===== src/rtl/alu_arbiter_if.sv =====
// One requester channel of the ALU arbiter: a request (operands and opcode)
// going in and a held response coming back.
interface alu_arbiter_if #(
    parameter int DATA_WIDTH    = 32,
    parameter int OPCODE_LENGTH = 4
);
    logic                     req_valid;
    logic                     req_ready;
    logic [DATA_WIDTH-1:0]    req_a;
    logic [DATA_WIDTH-1:0]    req_b;
    logic [OPCODE_LENGTH-1:0] req_op;
    logic                     rsp_valid;
    logic                     rsp_ready;
    logic [DATA_WIDTH-1:0]    rsp_result;
    logic                     rsp_err;

    modport master (
        output req_valid, req_a, req_b, req_op, rsp_ready,
        input  req_ready, rsp_valid, rsp_result, rsp_err
    );

    modport slave (
        input  req_valid, req_a, req_b, req_op, rsp_ready,
        output req_ready, rsp_valid, rsp_result, rsp_err
    );
endinterface


===== src/rtl/alu_arbiter.sv =====
// Two-requester round-robin arbiter in front of a shared combinational ALU.
// Each requester owns a one-entry response slot; a requester with a full
// slot is not eligible, so a stalled consumer never blocks the other side.
//
// state | meaning
// IDLE  | ALU bus zeroed, arbitration open
// EXEC  | registered operands on ALU bus, result captured at the next edge
module alu_arbiter #(
    parameter int DATA_WIDTH    = 32,
    parameter int OPCODE_LENGTH = 4
) (
    input  logic                     clk,
    input  logic                     reset_n,
    alu_arbiter_if.slave             port0,
    alu_arbiter_if.slave             port1,
    output logic [DATA_WIDTH-1:0]    alu_src_a,
    output logic [DATA_WIDTH-1:0]    alu_src_b,
    output logic [OPCODE_LENGTH-1:0] alu_op,
    input  logic [DATA_WIDTH-1:0]    alu_result
);

    typedef enum logic {IDLE, EXEC} state_t;

    state_t                   state;
    state_t                   state_nxt;
    logic                     last_grant;
    logic                     grant;
    logic [DATA_WIDTH-1:0]    opnd_a;
    logic [DATA_WIDTH-1:0]    opnd_b;
    logic [OPCODE_LENGTH-1:0] opcode;

    logic [1:0]               rsp_valid_q;
    logic [1:0]               rsp_err_q;
    logic [DATA_WIDTH-1:0]    rsp_result_q [2];

    logic                     elig0;
    logic                     elig1;
    logic                     accept;
    logic                     grant_nxt;
    logic                     op_supported;

    // Eligibility, round-robin choice, next state and ALU bus drive.
    // Ready is gated by reset_n so nothing handshakes while reset is held.
    always_comb begin
        state_nxt     = state;
        elig0         = reset_n && (state == IDLE) && port0.req_valid && !rsp_valid_q[0];
        elig1         = reset_n && (state == IDLE) && port1.req_valid && !rsp_valid_q[1];
        accept        = elig0 || elig1;
        grant_nxt     = (elig0 && elig1) ? ~last_grant : elig1;
        port0.req_ready = accept && !grant_nxt;
        port1.req_ready = accept && grant_nxt;
        alu_src_a     = '0;
        alu_src_b     = '0;
        alu_op        = '0;
        case (state)
            IDLE: begin
                if (accept) state_nxt = EXEC;
            end
            EXEC: begin
                state_nxt = IDLE;
                alu_src_a = opnd_a;
                alu_src_b = opnd_b;
                alu_op    = opcode;
            end
            default: state_nxt = IDLE;
        endcase
    end

    // Opcode decode: set when the shared ALU implements the registered opcode.
    always_comb begin
        op_supported = (opcode < OPCODE_LENGTH'(10))
                    || (opcode == OPCODE_LENGTH'(12))
                    || (opcode == OPCODE_LENGTH'(13));
    end

    // State register.
    always_ff @(posedge clk) begin
        if (!reset_n) state <= IDLE;
        else          state <= state_nxt;
    end

    // Capture the granted request; last_grant resets to 1 so requester 0 wins the first tie.
    always_ff @(posedge clk) begin
        if (!reset_n) begin
            opnd_a     <= '0;
            opnd_b     <= '0;
            opcode     <= '0;
            grant      <= 1'b0;
            last_grant <= 1'b1;
        end else if (accept) begin
            opnd_a     <= grant_nxt ? port1.req_a  : port0.req_a;
            opnd_b     <= grant_nxt ? port1.req_b  : port0.req_b;
            opcode     <= grant_nxt ? port1.req_op : port0.req_op;
            grant      <= grant_nxt;
            last_grant <= grant_nxt;
        end
    end

    // Response slots: release on rsp_ready, fill at the end of EXEC. The slot
    // being filled was empty at acceptance, so release and fill never collide.
    always_ff @(posedge clk) begin
        if (!reset_n) begin
            rsp_valid_q     <= '0;
            rsp_err_q       <= '0;
            rsp_result_q[0] <= '0;
            rsp_result_q[1] <= '0;
        end else begin
            if (port0.rsp_ready) rsp_valid_q[0] <= 1'b0;
            if (port1.rsp_ready) rsp_valid_q[1] <= 1'b0;
            if (state == EXEC) begin
                rsp_valid_q[grant]  <= 1'b1;
                rsp_result_q[grant] <= alu_result;
                rsp_err_q[grant]    <= ~op_supported;
            end
        end
    end

    assign port0.rsp_valid  = rsp_valid_q[0];
    assign port0.rsp_result = rsp_result_q[0];
    assign port0.rsp_err    = rsp_err_q[0];
    assign port1.rsp_valid  = rsp_valid_q[1];
    assign port1.rsp_result = rsp_result_q[1];
    assign port1.rsp_err    = rsp_err_q[1];

endmodule


===== src/flat_wrapper.sv =====
// flat-port wrapper written by rule: the top's interface ports become plain ports
module alu_arbiter_flat 
#(
    parameter int DATA_WIDTH    = 32,
    parameter int OPCODE_LENGTH = 4
)
  (clk, reset_n, alu_src_a, alu_src_b, alu_op, alu_result, port0_req_valid, port0_req_a, port0_req_b, port0_req_op, port0_rsp_ready, port0_req_ready, port0_rsp_valid, port0_rsp_result, port0_rsp_err, port1_req_valid, port1_req_a, port1_req_b, port1_req_op, port1_rsp_ready, port1_req_ready, port1_rsp_valid, port1_rsp_result, port1_rsp_err);
  alu_arbiter_if #(.DATA_WIDTH(DATA_WIDTH), .OPCODE_LENGTH(OPCODE_LENGTH)) port0_i ();
  alu_arbiter_if #(.DATA_WIDTH(DATA_WIDTH), .OPCODE_LENGTH(OPCODE_LENGTH)) port1_i ();
  input  logic clk;
  input  logic reset_n;
  output logic [DATA_WIDTH-1:0] alu_src_a;
  output logic [DATA_WIDTH-1:0] alu_src_b;
  output logic [OPCODE_LENGTH-1:0] alu_op;
  input  logic [DATA_WIDTH-1:0] alu_result;
  input wire logic [$bits(port0_i.req_valid)-1:0] port0_req_valid;
  input wire logic [$bits(port0_i.req_a)-1:0] port0_req_a;
  input wire logic [$bits(port0_i.req_b)-1:0] port0_req_b;
  input wire logic [$bits(port0_i.req_op)-1:0] port0_req_op;
  input wire logic [$bits(port0_i.rsp_ready)-1:0] port0_rsp_ready;
  output wire logic [$bits(port0_i.req_ready)-1:0] port0_req_ready;
  output wire logic [$bits(port0_i.rsp_valid)-1:0] port0_rsp_valid;
  output wire logic [$bits(port0_i.rsp_result)-1:0] port0_rsp_result;
  output wire logic [$bits(port0_i.rsp_err)-1:0] port0_rsp_err;
  input wire logic [$bits(port1_i.req_valid)-1:0] port1_req_valid;
  input wire logic [$bits(port1_i.req_a)-1:0] port1_req_a;
  input wire logic [$bits(port1_i.req_b)-1:0] port1_req_b;
  input wire logic [$bits(port1_i.req_op)-1:0] port1_req_op;
  input wire logic [$bits(port1_i.rsp_ready)-1:0] port1_rsp_ready;
  output wire logic [$bits(port1_i.req_ready)-1:0] port1_req_ready;
  output wire logic [$bits(port1_i.rsp_valid)-1:0] port1_rsp_valid;
  output wire logic [$bits(port1_i.rsp_result)-1:0] port1_rsp_result;
  output wire logic [$bits(port1_i.rsp_err)-1:0] port1_rsp_err;
  assign port0_i.req_valid = port0_req_valid;
  assign port0_i.req_a = port0_req_a;
  assign port0_i.req_b = port0_req_b;
  assign port0_i.req_op = port0_req_op;
  assign port0_i.rsp_ready = port0_rsp_ready;
  assign port0_req_ready = port0_i.req_ready;
  assign port0_rsp_valid = port0_i.rsp_valid;
  assign port0_rsp_result = port0_i.rsp_result;
  assign port0_rsp_err = port0_i.rsp_err;
  assign port1_i.req_valid = port1_req_valid;
  assign port1_i.req_a = port1_req_a;
  assign port1_i.req_b = port1_req_b;
  assign port1_i.req_op = port1_req_op;
  assign port1_i.rsp_ready = port1_rsp_ready;
  assign port1_req_ready = port1_i.req_ready;
  assign port1_rsp_valid = port1_i.rsp_valid;
  assign port1_rsp_result = port1_i.rsp_result;
  assign port1_rsp_err = port1_i.rsp_err;
  alu_arbiter #(.DATA_WIDTH(DATA_WIDTH), .OPCODE_LENGTH(OPCODE_LENGTH)) u_core (.clk(clk), .reset_n(reset_n), .port0(port0_i), .port1(port1_i), .alu_src_a(alu_src_a), .alu_src_b(alu_src_b), .alu_op(alu_op), .alu_result(alu_result));
endmodule

===== config.mk =====
export PLATFORM = sky130hd
export DESIGN_NAME = alu_arbiter_flat
export DESIGN_NICKNAME = d
export VERILOG_FILES = /design/src/rtl/alu_arbiter_if.sv /design/src/rtl/alu_arbiter.sv /design/src/flat_wrapper.sv
export SDC_FILE = /design/constraint.sdc
export NUM_CORES = 1
export LEC_CHECK = 0
export BUFFER_PORTS_ARGS = -buffer_cell sky130_fd_sc_hd__buf_2
export CELL_PAD_IN_SITES_DETAIL_PLACEMENT = 1
export CELL_PAD_IN_SITES_GLOBAL_PLACEMENT = 1
export CORE_UTILIZATION = 36
export DETAILED_ROUTE_END_ITERATION = 16
export HOLD_SLACK_MARGIN = 0.05
export PLACE_DENSITY_LB_ADDON = 0.08
export SYNTH_ARGS = -nofsm -noshare
export SYNTH_HDL_FRONTEND = slang
export SYNTH_SLANG_ARGS = --single-unit

===== constraint.sdc =====
create_clock -name clk -period 8.66 [get_ports clk]
set_clock_uncertainty 0.15 [all_clocks]
set_input_delay 1.299 -clock clk [delete_from_list [all_inputs] [get_ports clk]]
set_output_delay 1.299 -clock clk [all_outputs]
set_load 0.005 [all_outputs]

### Word-level counts from Yosys, hierarchy flattened

Memories as Yosys holds them, arrays and structs flattened.
Cells that the tools add are included.
W data, S select, Z words.

| operators by class | value |
|---|---|
| shift operators | 0 |
| add/subtract/negate cells | 0 |
| $lt $le $gt $ge | 3 |
| divide/modulo/power cells | 0 |
| muxes and demuxes | 24 |
| bitwise gates (word level) | 4 |
| reduce and logical (&&, ||, !) cells | 16 |
| eq/ne operators | 2 |
| $mul | 0 |

Operators with widths:

| kind | count |
|---|---|
| $mux W32 | 5 |
| $reduce_or A32 Y1 | 1 |
| $mux W1 | 13 |
| $logic_and A1 B1 Y1 | 9 |
| $eq A4 B4 Y1 const B | 2 |
| $mux W4 | 2 |
| $lt A4 B4 Y1 const B | 1 |
| $logic_not A1 Y1 | 3 |
| $logic_or A1 B1 Y1 | 3 |
| $not A1 Y1 | 3 |
| $bwmux W2 | 1 |
| $lt A1 B2 Y1 const B | 1 |
| $mux W2 | 1 |
| $or A2 B2 Y2 | 1 |
| $pmux W1 S2 | 1 |
| $demux W1 S1 | 1 |
| $ge A1 B1 Y1 const B | 1 |

| word-level totals | value |
|---|---|
| bits in read-only memories | 0 |
| bits in writable memories | 64 |
| output and inout port bits | 138 |
| input bits | 174 |
| bits in latches | 0 |
| memories kept | 1 |
| register bits | 75 |

Memory list:

| name | words | width | rd ports | clocked after memory_dff | write ports | line | RTL |
|---|---|---|---|---|---|---|---|
| u_core.rsp_result_q | 2 | 32 | 2 | 0 | 2 | alu_arbiter.sv:34 | `logic [DATA_WIDTH-1:0] rsp_result_q [2];` |

### Depth between registers and ports, before layout

| logic depth | value |
|---|---|
| depth in word-level cells | 8 |
| depth in mapped cells | 7 |

### Worst setup path after synthesis

No wires, ideal clock.

| path | value |
|---|---|
| path kind | input to output |
| start point | input port1_req_valid |
| end point | output port0_req_ready |
| setup slack | 5.025 ns |
| arrival | 2.186 ns |
| required time | 7.211 ns |
| stages | 5 |
| path through | or3b_1 > buf_2 > buf_6 > buf_6 > and2_1 |

| between the ends | value |
|---|---|
| longest elaborated chain between the ends | 6 |
| elaborated cells on any way between the ends | 7 |
| those cells by class | mux: 1; reduce/logical: 6 |

Ends and longest elaborated chain:

| what | line | RTL |
|---|---|---|
| start: declaration | flat_wrapper.sv:25 | `input wire logic [$bits(port1_i.req_valid)-1:0] port1_req_valid;` |
| $logic_and A1 B1 Y1 * (2 in series) | alu_arbiter.sv:47 | `elig1 = reset_n && (state == IDLE) && port1.req_valid && !rsp_valid_q[1];` |
| $logic_and A1 B1 Y1 | alu_arbiter.sv:49 | `grant_nxt = (elig0 && elig1) ? ~last_grant : elig1;` |
| $mux W1 | alu_arbiter.sv:49 |  |
| $logic_not A1 Y1 | alu_arbiter.sv:50 | `port0.req_ready = accept && !grant_nxt;` |
| $logic_and A1 B1 Y1 * | alu_arbiter.sv:50 |  |
| end: declaration | flat_wrapper.sv:21 | `output wire logic [$bits(port0_i.req_ready)-1:0] port0_req_ready;` |

Mark *: on every way between the ends. The rest lies on a longest branch, timed or not.

### Worst setup path in the final report

| path | value |
|---|---|
| start point | input reset_n |
| end point | output port0_req_ready |

| between the ends | value |
|---|---|
| longest elaborated chain between the ends | 7 |
| elaborated cells on any way between the ends | 10 |
| those cells by class | mux: 1; reduce/logical: 9 |

Ends and longest elaborated chain:

| what | line | RTL |
|---|---|---|
| start: declaration | flat_wrapper.sv:11 | `input logic reset_n;` |
| $logic_and A1 B1 Y1 * | alu_arbiter.sv:46, alu_arbiter.sv:47 |  |
| $logic_and A1 B1 Y1 (on tied branches) (2 in series) | alu_arbiter.sv:46, alu_arbiter.sv:47 |  |
| $logic_and A1 B1 Y1 | alu_arbiter.sv:49 |  |
| $mux W1 | alu_arbiter.sv:49 |  |
| $logic_not A1 Y1 | alu_arbiter.sv:50 |  |
| $logic_and A1 B1 Y1 * | alu_arbiter.sv:50 |  |

Marks and branches as above.

==> impl_metrics.prom <==
# TYPE chip_impl_metric gauge
chip_impl_metric{name="std_cell_rows",unit=""} 47
chip_impl_info{name="outcome",value="finished clean"} 1
chip_impl_info{name="cp_cell_sequence",value="buf_2, and4bb_4, and2_1, buf_2"} 1
chip_impl_metric{name="worst_ep_required_time",unit="ns"} 7.21
chip_impl_metric{name="post_route_cells_drive_above_1_share",unit="%"} 39.9
chip_impl_metric{name="cts.repair.resized",unit=""} 0
chip_impl_metric{name="whs",unit="ns"} 0.323
chip_impl_metric{name="fillerInstances",unit=""} 2012
chip_impl_metric{name="antenna_violating_nets_post_route",unit=""} 0
chip_impl_info{name="layout.cells.most_common",value="buf_2"} 1
chip_impl_metric{name="floorplan.die.height",unit="um"} 133
chip_impl_metric{name="area_growth",unit="%"} 35.1
chip_impl_info{name="worstSetupEndpointType",value="output pin"} 1
chip_impl_metric{name="timing.final.crit_period",unit="ns"} 4.31
chip_impl_metric{name="cts_hold_buffers",unit=""} 0
chip_impl_metric{name="detailedRoute.firstIterationViolations",unit=""} 310
chip_impl_metric{name="fin_ws",unit="ns"} 4.35
chip_impl_metric{name="cp.arrival",unit="ns"} 2.86
chip_impl_info{name="setup.worst_path.start_class",value="input port"} 1
chip_impl_metric{name="number_of_global_route_vias_before_repair",unit=""} 6193
chip_impl_metric{name="clk_path_buf_depth",unit=""} 2
chip_impl_metric{name="tightest_slew",unit="ns"} 1.31
chip_impl_metric{name="finalMaxSlewViolations",unit=""} 0
chip_impl_metric{name="leakagePower",unit="nW"} 3.66
chip_impl_metric{name="track_usage",unit="%"} 24.4
chip_impl_metric{name="power.density",unit="mW/mm^2"} 202
chip_impl_metric{name="netlist_instances",unit=""} 636
chip_impl_metric{name="final.period_utilization",unit="%"} 49.8
chip_impl_metric{name="synth.yosys.seq_area_share",unit="%"} 55.5
chip_impl_metric{name="firstDrtPassIters",unit=""} 4
chip_impl_metric{name="routed_vias",unit=""} 5948
chip_impl_info{name="critPathKind",value="in2out"} 1
chip_impl_info{name="layout.cells.most_common_list",value="buf_2, nand3_1, dfxtp_1"} 1
chip_impl_metric{name="report.final.setup_viol",unit=""} 0
chip_impl_metric{name="core_area",unit="mm^2"} 0.0166
chip_impl_metric{name="hold_violations",unit=""} 0
chip_impl_metric{name="cts_made_buffers",unit=""} 17
chip_impl_metric{name="grt_max_degree",unit=""} 73
chip_impl_metric{name="drt-total-wl",unit="um"} 21300
chip_impl_metric{name="clkSlewWorstSetupHoldPaths",unit="ns"} 0.06
chip_impl_metric{name="placed_cell_area",unit="mm^2"} 0.00777
chip_impl_metric{name="placedCellCount",unit=""} 1113
chip_impl_info{name="rsz_0062_raised_after_global_routing",value="false"} 1
chip_impl_metric{name="port_buffers",unit=""} 311
chip_impl_metric{name="route.detailed.vias_per_inst",unit=""} 5.19
chip_impl_metric{name="syn_nets",unit=""} 810
chip_impl_metric{name="clkSinkCount",unit=""} 139
chip_impl_metric{name="dp_hpwl",unit="um"} 14400
chip_impl_metric{name="setup_total_negative_slack",unit="ns"} 0
chip_impl_metric{name="grt_pass1_wl",unit="um"} 33400
chip_impl_metric{name="dp_slack",unit="ns"} 4.37
chip_impl_metric{name="timing.critical_path.slowest_cell_delay",unit="ns"} 0.91
chip_impl_metric{name="grt_antenna_before_repair",unit=""} 2
chip_impl_info{name="cts_tree",value="built"} 1
chip_impl_metric{name="route.detailed.drc",unit=""} 0
chip_impl_info{name="critPathMostFrequentCell",value="buf_2"} 1
chip_impl_metric{name="die_w",unit="um"} 133
chip_impl_metric{name="floorplan.initialDensity",unit="%"} 37.0
chip_impl_metric{name="synthesis.yosys.warnings",unit=""} 0
chip_impl_metric{name="max_freq",unit="MHz"} 232
chip_impl_metric{name="vdd_ir_drop_max",unit="V"} 0.000151
chip_impl_metric{name="cts_post_setup_buffers_inserted",unit=""} 0
chip_impl_metric{name="gp_routability_congestion",unit=""} 0.824
chip_impl_metric{name="synth.cell_area",unit="mm^2"} 0.00616
chip_impl_metric{name="globalRouteOverflowTotal",unit=""} 0
chip_impl_metric{name="postLayoutCoreUtil",unit="%"} 50.0
chip_impl_info{name="worstHoldPathType",value="reg2reg"} 1
chip_impl_metric{name="p_total",unit="mW"} 1.68
chip_impl_metric{name="max-slew-margin-rel",unit="%"} 12.9
chip_impl_metric{name="instances_no_fill",unit=""} 1147
chip_impl_info{name="clock_tree.root_cell",value="clkbuf_16"} 1
chip_impl_info{name="cpMaxStageDelayCell",value="and4bb_4"} 1
chip_impl_metric{name="synth.lib_cells_used.distinct",unit=""} 30
chip_impl_metric{name="critical_path.max_fanout",unit=""} 69
chip_impl_metric{name="post-route-cell-area",unit="mm^2"} 0.00833
chip_impl_metric{name="die_area",unit="mm^2"} 0.0176
chip_impl_metric{name="layout.nets",unit=""} 1086
chip_impl_metric{name="worst_skew_pair.late_latency",unit="ns"} 0.41
chip_impl_metric{name="cap_violations",unit=""} 0
chip_impl_metric{name="num_io_pins",unit=""} 312
chip_impl_metric{name="postSynthRegisterBits",unit=""} 139
chip_impl_metric{name="avgRoutedWirePerCell",unit="um"} 18.6
chip_impl_metric{name="syn_avg_cell_area",unit="um^2"} 9.69
chip_impl_metric{name="htreeDepth",unit=""} 4
==> cells in the mapped netlist <==
cell / number / share of area [%]
edfxtp_1: 64 / 31
nand3b_1: 1 / 0.12
dfxtp_1: 75 / 24
and4bb_2: 1 / 0.20
nand3_2: 9 / 1.5
or3b_1: 1 / 0.14
o22ai_1: 1 / 0.10
nand2b_4: 2 / 0.45
o311ai_0: 52 / 7.4
inv_2: 2 / 0.12
nand2_1: 5 / 0.30
o311ai_1: 16 / 2.3
clkbuf_2: 1 / 0.081
nor3_2: 1 / 0.16
a211oi_1: 1 / 0.12
and3_1: 1 / 0.10
nor2_1: 68 / 4.1
buf_6: 5 / 0.91
buf_2: 21 / 1.7
and2_1: 65 / 6.6
inv_1: 70 / 4.3
clkbuf_1: 31 / 1.9
a21oi_2: 1 / 0.14
nand3_1: 130 / 11
buf_4: 2 / 0.24
nand2_2: 1 / 0.10
a21oi_1: 1 / 0.081
o21ai_0: 6 / 0.49
and4bb_1: 1 / 0.20
or3_1: 1 / 0.10
==> layout make-up <==
class	count	area (um^2)	area share [%]
flip-flops and latches	139	3420	41.1
multi-input cells	365	2200	26.4
repair buffers	317	1600	19.2
clock buffers	17	425	5.11
well taps	220	275	3.31
inverters	72	270	3.25
clock inverters	15	129	1.55
diodes	2	5.00	0.0601
==> kinds of logic (layout without fill, tap and decap cells) <==
logic type | Yosys count | after routing | synth area share, %
buffers and inverters | 132 | 421 | 9.22
AOI/OAI and AO/OA | 78 | 78 | 10.6
other | 0 | 2 | 0
and+or+nand+nor | 287 | 287 | 24.6
DFF | 139 | 139 | 55.5
==> state kept, by name (all words and copies together), names as in the netlist <==
register,flops
u_core.grant,1
u_core.last_grant,1
u_core.opcode,4
u_core.opnd_a,32
u_core.opnd_b,32
u_core.rsp_err_q,2
u_core.rsp_result_q,64
u_core.rsp_valid_q,2
u_core.state,1
==> critical path: cells and delay by family <==
family	cells	cell delay [ns]
AND/OR/NAND/NOR	2	1.14
buffers and inverters	2	0.34
==> power by group <==
group          leakage (nW)  switching [mW]  total, mW  internal (mW)
registers              1.29          0.0173      0.760          0.743
clock network         0.266           0.310      0.687          0.376
logic                  2.10           0.143      0.231         0.0877
==> routing by layer <==
metal / routed length, um / vias to the layer above / track usage, %
li1: - / 2793 / -
met1: 8760 / 2889 / 28.9
met2: 10700 / 245 / 43.0
met3: 1500 / 21 / 5.82
met4: 340 / 0 / 8.43
met5: 0 / - / 0
==> worst paths after layout <==
| path | start | to | slack, ns | depth (start not counted) |
|---|---|---|---|---|
| max | reset_n | port0_req_ready | 4.35 | 4 |
| min | u_core.rsp_err_q[0] | u_core.rsp_err_q[0] | 0.32 | 2 |
| max reg2reg | u_core.state | u_core.rsp_result_q[0][3] | 5.92 | 3 |
| min reg2reg | u_core.rsp_err_q[0] | u_core.rsp_err_q[0] | 0.32 | 2 |
Power figures use the tool's default switching activity.
